--- src/rtl/echo_queue_if.sv ---
// Handshake bundle for echo_queue: request side, indication side and occupancy.
// ECHO_QUEUE_SEQNUM_EN adds the per-indication sequence number to the bundle.
interface echo_queue_if #(
    parameter int WIDTH = 32,
    parameter int DEPTH = 4
);
    localparam int CW = $clog2(DEPTH) + 1;

    logic             echoReq__ENA;
    logic [WIDTH-1:0] echoReq_v;
    logic             echoReq__RDY;
    logic             ind_echo__ENA;
    logic [WIDTH-1:0] ind_echo_v;
    logic             ind_echo__RDY;
    logic [CW-1:0]    count;
`ifdef ECHO_QUEUE_SEQNUM_EN
    logic [15:0]      ind_echo_seq;

    modport master (
        output echoReq__ENA, echoReq_v, ind_echo__RDY,
        input  echoReq__RDY, ind_echo__ENA, ind_echo_v, count, ind_echo_seq
    );
    modport slave (
        input  echoReq__ENA, echoReq_v, ind_echo__RDY,
        output echoReq__RDY, ind_echo__ENA, ind_echo_v, count, ind_echo_seq
    );
`else
    modport master (
        output echoReq__ENA, echoReq_v, ind_echo__RDY,
        input  echoReq__RDY, ind_echo__ENA, ind_echo_v, count
    );
    modport slave (
        input  echoReq__ENA, echoReq_v, ind_echo__RDY,
        output echoReq__RDY, ind_echo__ENA, ind_echo_v, count
    );
`endif
endinterface

--- src/rtl/echo_queue.sv ---
// Circular-buffer echo queue: requests are stored and returned in order with OFFSET added.
// Optional feature macro: ECHO_QUEUE_SEQNUM_EN (adds a 16-bit indication sequence number).
module echo_queue #(
    parameter int WIDTH  = 32,
    parameter int DEPTH  = 4,
    parameter int OFFSET = 0
) (
    input  logic         CLK,
    input  logic         nRST,
    echo_queue_if.slave  q
);
    localparam int             AW   = $clog2(DEPTH);
    localparam int             CW   = AW + 1;
    localparam logic [CW-1:0]  FULL = CW'(DEPTH);
    localparam logic [WIDTH-1:0] OFF = WIDTH'(OFFSET);

    function automatic logic [WIDTH-1:0] add_offset(input logic [WIDTH-1:0] x);
        return x + OFF;
    endfunction

    logic [WIDTH-1:0] r_mem [DEPTH];
    logic [AW-1:0]    r_wr_ptr;
    logic [AW-1:0]    r_rd_ptr;
    logic [CW-1:0]    r_count;

    logic w_ind_ena;
    logic w_req_rdy;
    logic w_enq;
    logic w_deq;

    assign w_ind_ena = (r_count != '0);
    // At full, a slot is still offered when the head leaves in the same cycle.
    assign w_req_rdy = !nRST &&
                       ((r_count < FULL) ||
                        ((r_count == FULL) && q.ind_echo__RDY && w_ind_ena));
    assign w_enq     = q.echoReq__ENA && w_req_rdy;
    assign w_deq     = w_ind_ena && q.ind_echo__RDY;

    always_ff @(posedge CLK) begin
        if (nRST) begin
            r_wr_ptr <= '0;
            r_rd_ptr <= '0;
            r_count  <= '0;
        end else begin
            if (w_enq) r_wr_ptr <= r_wr_ptr + AW'(1);
            if (w_deq) r_rd_ptr <= r_rd_ptr + AW'(1);
            case ({w_enq, w_deq})
                2'b10:   r_count <= r_count + CW'(1);
                2'b01:   r_count <= r_count - CW'(1);
                default: r_count <= r_count;
            endcase
        end
    end

    always_ff @(posedge CLK) begin
        if (w_enq) r_mem[r_wr_ptr] <= q.echoReq_v;
    end

    assign q.echoReq__RDY  = w_req_rdy;
    assign q.ind_echo__ENA = w_ind_ena;
    assign q.ind_echo_v    = add_offset(r_mem[r_rd_ptr]);
    assign q.count         = r_count;

`ifdef ECHO_QUEUE_SEQNUM_EN
    logic [15:0] r_seq;

    always_ff @(posedge CLK) begin
        if (nRST)       r_seq <= '0;
        else if (w_deq) r_seq <= r_seq + 16'd1;
    end

    assign q.ind_echo_seq = r_seq;
`endif
endmodule

--- src/flat_wrapper.sv ---
// flat-port wrapper written by rule: the top's interface ports become plain ports
module echo_queue_flat 
#(
    parameter int WIDTH  = 32,
    parameter int DEPTH  = 4,
    parameter int OFFSET = 0
)
  (CLK, nRST, q_echoReq__ENA, q_echoReq_v, q_ind_echo__RDY, q_echoReq__RDY, q_ind_echo__ENA, q_ind_echo_v, q_count);
  echo_queue_if #(.WIDTH(WIDTH), .DEPTH(DEPTH)) q_i ();
  input  logic CLK;
  input  logic nRST;
  input wire logic [$bits(q_i.echoReq__ENA)-1:0] q_echoReq__ENA;
  input wire logic [$bits(q_i.echoReq_v)-1:0] q_echoReq_v;
  input wire logic [$bits(q_i.ind_echo__RDY)-1:0] q_ind_echo__RDY;
  output wire logic [$bits(q_i.echoReq__RDY)-1:0] q_echoReq__RDY;
  output wire logic [$bits(q_i.ind_echo__ENA)-1:0] q_ind_echo__ENA;
  output wire logic [$bits(q_i.ind_echo_v)-1:0] q_ind_echo_v;
  output wire logic [$bits(q_i.count)-1:0] q_count;
  assign q_i.echoReq__ENA = q_echoReq__ENA;
  assign q_i.echoReq_v = q_echoReq_v;
  assign q_i.ind_echo__RDY = q_ind_echo__RDY;
  assign q_echoReq__RDY = q_i.echoReq__RDY;
  assign q_ind_echo__ENA = q_i.ind_echo__ENA;
  assign q_ind_echo_v = q_i.ind_echo_v;
  assign q_count = q_i.count;
  echo_queue #(.WIDTH(WIDTH), .DEPTH(DEPTH), .OFFSET(OFFSET)) u_core (.CLK(CLK), .nRST(nRST), .q(q_i));
endmodule
--- config.mk ---
export PLATFORM = sky130hd
export DESIGN_NAME = echo_queue_flat
export DESIGN_NICKNAME = d
export VERILOG_FILES = /design/src/rtl/echo_queue_if.sv /design/src/rtl/echo_queue.sv /design/src/flat_wrapper.sv
export SDC_FILE = /design/constraint.sdc
export NUM_CORES = 1
export LEC_CHECK = 0
export CAP_MARGIN = 5
export CORE_ASPECT_RATIO = 2
export CORE_MARGIN = 4
export CORE_UTILIZATION = 30
export DETAILED_ROUTE_END_ITERATION = 8
export GPL_TIMING_DRIVEN = 0
export SETUP_SLACK_MARGIN = 0.2
export SLEW_MARGIN = 15
export SYNTH_ARGS = -nofsm -noshare
export SYNTH_HDL_FRONTEND = slang
export SYNTH_SLANG_ARGS = --single-unit
--- constraint.sdc ---
create_clock -name CLK -period 2.8 [get_ports CLK]
set_input_delay 0.28 -clock CLK [delete_from_list [all_inputs] [get_ports CLK]]
set_output_delay 0.28 -clock CLK [all_outputs]
set_load 0.005 [all_outputs]
==> impl_metrics.yaml <==
placed_design:
  place_inst: 502
  dpl_cell_area_sq_um: 6200
  numPortBuffers: 72
  gp_congestion: 0.648
  pre_cts_slack_ns: 0.175
  hpwlAfterDp_um: 6570
timing:
  tightest_slew_ns: 0.514
  fin_skew_ns: 0.00554
  fmax_mhz: 407
  finalCritPeriodShare_pct: 87.9
  rsz0062_at_grt: "false"
  final_hold_viol_count: 0
  relSlewSlack_pct: 65.7
  layout_min_cycle_time_ns: 2.46
  setup_viol: 0
  slew_viol_final: 0
  fin_ws_ns: 0.340
yosys:
  ys_seq_area_share_pct: 78.8
  ys_types: 26
  synth_warnings: 0
  synth_area_sq_um: 5110
  avgSynthCellArea_sq_um: 23.3
  netlist.area_leader.share_pct: 75.3
  synth_ff_type: "edfxtp_1"
  synthTopCellsByArea: "edfxtp_1 (75%), mux4_2 (14%), dfxtp_1 (3.5%)"
  async_reset_ff_share_pct: 0
  synth_seq_cells: 137
  syn-num-nets: 261
  yosys.area.top_type: "edfxtp_1"
  synth_edf_count: 128
  synthCells: 219
route:
  drt-initial-drc-count: 83
  post_drt_wl_per_cell_um: 18.2
  wl_um: 9700
  drc: 0
  vias: 2445
  antenna_left: 0
  firstDrtPassIters: 6
  vias_per_cell: 4.58
finish:
  post-route-util_pct: 41.1
  nNetsFinal: 356
  fin_cells: 534
  num_antenna_cells: 0
  design_area_sq_um: 6890
  area_growth_pct: 34.9
  layout-drive-gt1-share_pct: 24.2
outcome:
  outcome: "finished clean"
floorplanning:
  rows: 67
  ioPinCount: 73
  die_w_um: 100
  dieArea_sq_um: 19300
  dieHeight_um: 193
  initial_core_util_pct: 30.5
  core_sq_um: 16800
clock_tree:
  postCtsSetupRepairBufs: 0
  htreeDepth: 4
  cts_buffers: 17
  cts_num_sinks: 137
  cts.path.max_buffers: 2
  postCtsHoldBufs: 0
  clkTransAtPathRegs_ns: 0.06
  root_buffer: "clkbuf_16"
  cts_tree: "built"
  insertion_delay_ns: 0.41
power_and_ir_drop:
  vdd_drop_max_mv: 0.446
  power_density_nw_per_um2: 908
  leakage_nw: 2.24
critical_path:
  critPathLaunchType: "flop"
  critPathKind: "flop to output pin"
  r2r-start: "u_core.q.count[0]"
  crit_required_ns: 2.52
  crit_arrival_ns: 2.18
  critPathMaxFanout: 10
  r2r_setup_slack_ns: 0.57
  cp-end-kind: "output pin"
global_route:
  antenna_found_initial: 0
  grt_pass1_wl_um: 14800
  grt_max_degree: 19
  overflow: 0
  grtUsageTotal_pct: 10.7
  first_global_vias: 2678
hold_path:
  hp-start: "q_echoReq_v[9]"
  worstHoldPathType: "input pin to flop"
job:
  maxCapViolCount: 0
synthesized netlist by cell type, drive strengths merged, types with 2 or more instances:
cell / count
a21oi: 3
and3: 4
buf: 7
dfxtp: 9
edfxtp: 128
ha: 5
inv: 5
mux4: 32
nand2b: 2
nor2: 8
or3: 2
xor2: 3
sequential cells by signal (all words and copies together) (netlist names), named ones only:
name	count
u_core.r_wr_ptr	2
u_core.q.count	3
u_core.r_rd_ptr	2
u_core.r_mem	128
routing by layer:
metal	share of wire, %	wire length [um]	track usage (%)	up-vias
met1	35	3400	10.5	1283
met2	59	5760	19.8	52
li1	-	-	-	1096
met5	0	0	0	-
met4	2.5	245	6.54	0
met3	3.1	302	2.50	14
path summary, 6_finish.rpt:
| path | to | depth (start not counted) |
|---|---|---|
| worst min register to register | u_core.r_wr_ptr[1] | 2 |
| worst max-delay path | q_ind_echo_v[13] | 4 |
| worst min-delay path | u_core.r_mem[0][9] | 1 |
| worst max register to register | u_core.q.count[2] | 9 |
report_power, final:
group | switching (mW) | internal (mW) | total, mW
logic | 0.499 | 0.786 | 1.29
clock network | 0.793 | 1.75 | 2.54
registers | 0.0634 | 2.37 | 2.43
cell usage in the layout, fill, tap and decap left out, drive strengths merged, types with 2 or more instances in the layout:
cell           instances
bufinv                 7
clkdlybuf4s50         72
a21oi                  3
ha                     5
clkinv                 5
or3                    2
nor2                   8
mux4                  32
xor2                   3
dfxtp                  9
clkbuf                19
and3                   4
clkinvlp               2
edfxtp               128
inv                    5
nand2b                 2
buf                   11
logic make-up (layout without fill, tap and decap cells):
kind of cell,count (synthesis),count (layout),share of synthesized area [%]
DFF,137,137,78.8
muxes,34,34,14.5
and+or+nand+nor,18,18,1.86
buffers and inverters,13,121,1.20
AOI/OAI and AO/OA,7,7,1.32
adders and majority gates,6,6,1.62
xor gates and xnor gates,4,4,0.686
stage by stage:
| step | hold slack [ns] | total power, mW | TNS [ns] |
|---|---|---|---|
| finish | 0.498 | 6.26 | 0 |
| global route | 0.495 | 6.52 | 0 |
| CTS | 0.476 | 6.36 | 0 |
| detailed placement | 0.521 | 3.79 | 0 |
| global placement | 0.494 | 3.75 | -67.41 |
| floorplan | 0.379 | 3.14 | 0 |
cell type report:
class | count | area [sq um]
Timing Repair Buffer | 76 | 831
Inverter | 5 | 18.8
Clock buffer | 18 | 429
Multi-Input combinational cell | 69 | 1030
Buffer | 8 | 50.0
Tap cell | 207 | 259
Fill cell | 1512 | 9880
Clock inverter | 14 | 251
Sequential cell | 137 | 4020
critical path, cell delays in order (launching register included):
cell,delay (ns)
dfxtp_1,0.30
buf_2,0.17
buf_4,0.27
mux4_2,0.54
clkdlybuf4s50_1,0.48
timing repair:
item,4_1_cts,5_1_grt
endpoints found under the hold margin,0,0
resized for setup,3,1
cloned,0,0
setup endpoints to repair,28,2
No activity file was read; power rests on OpenSTA's default activity.
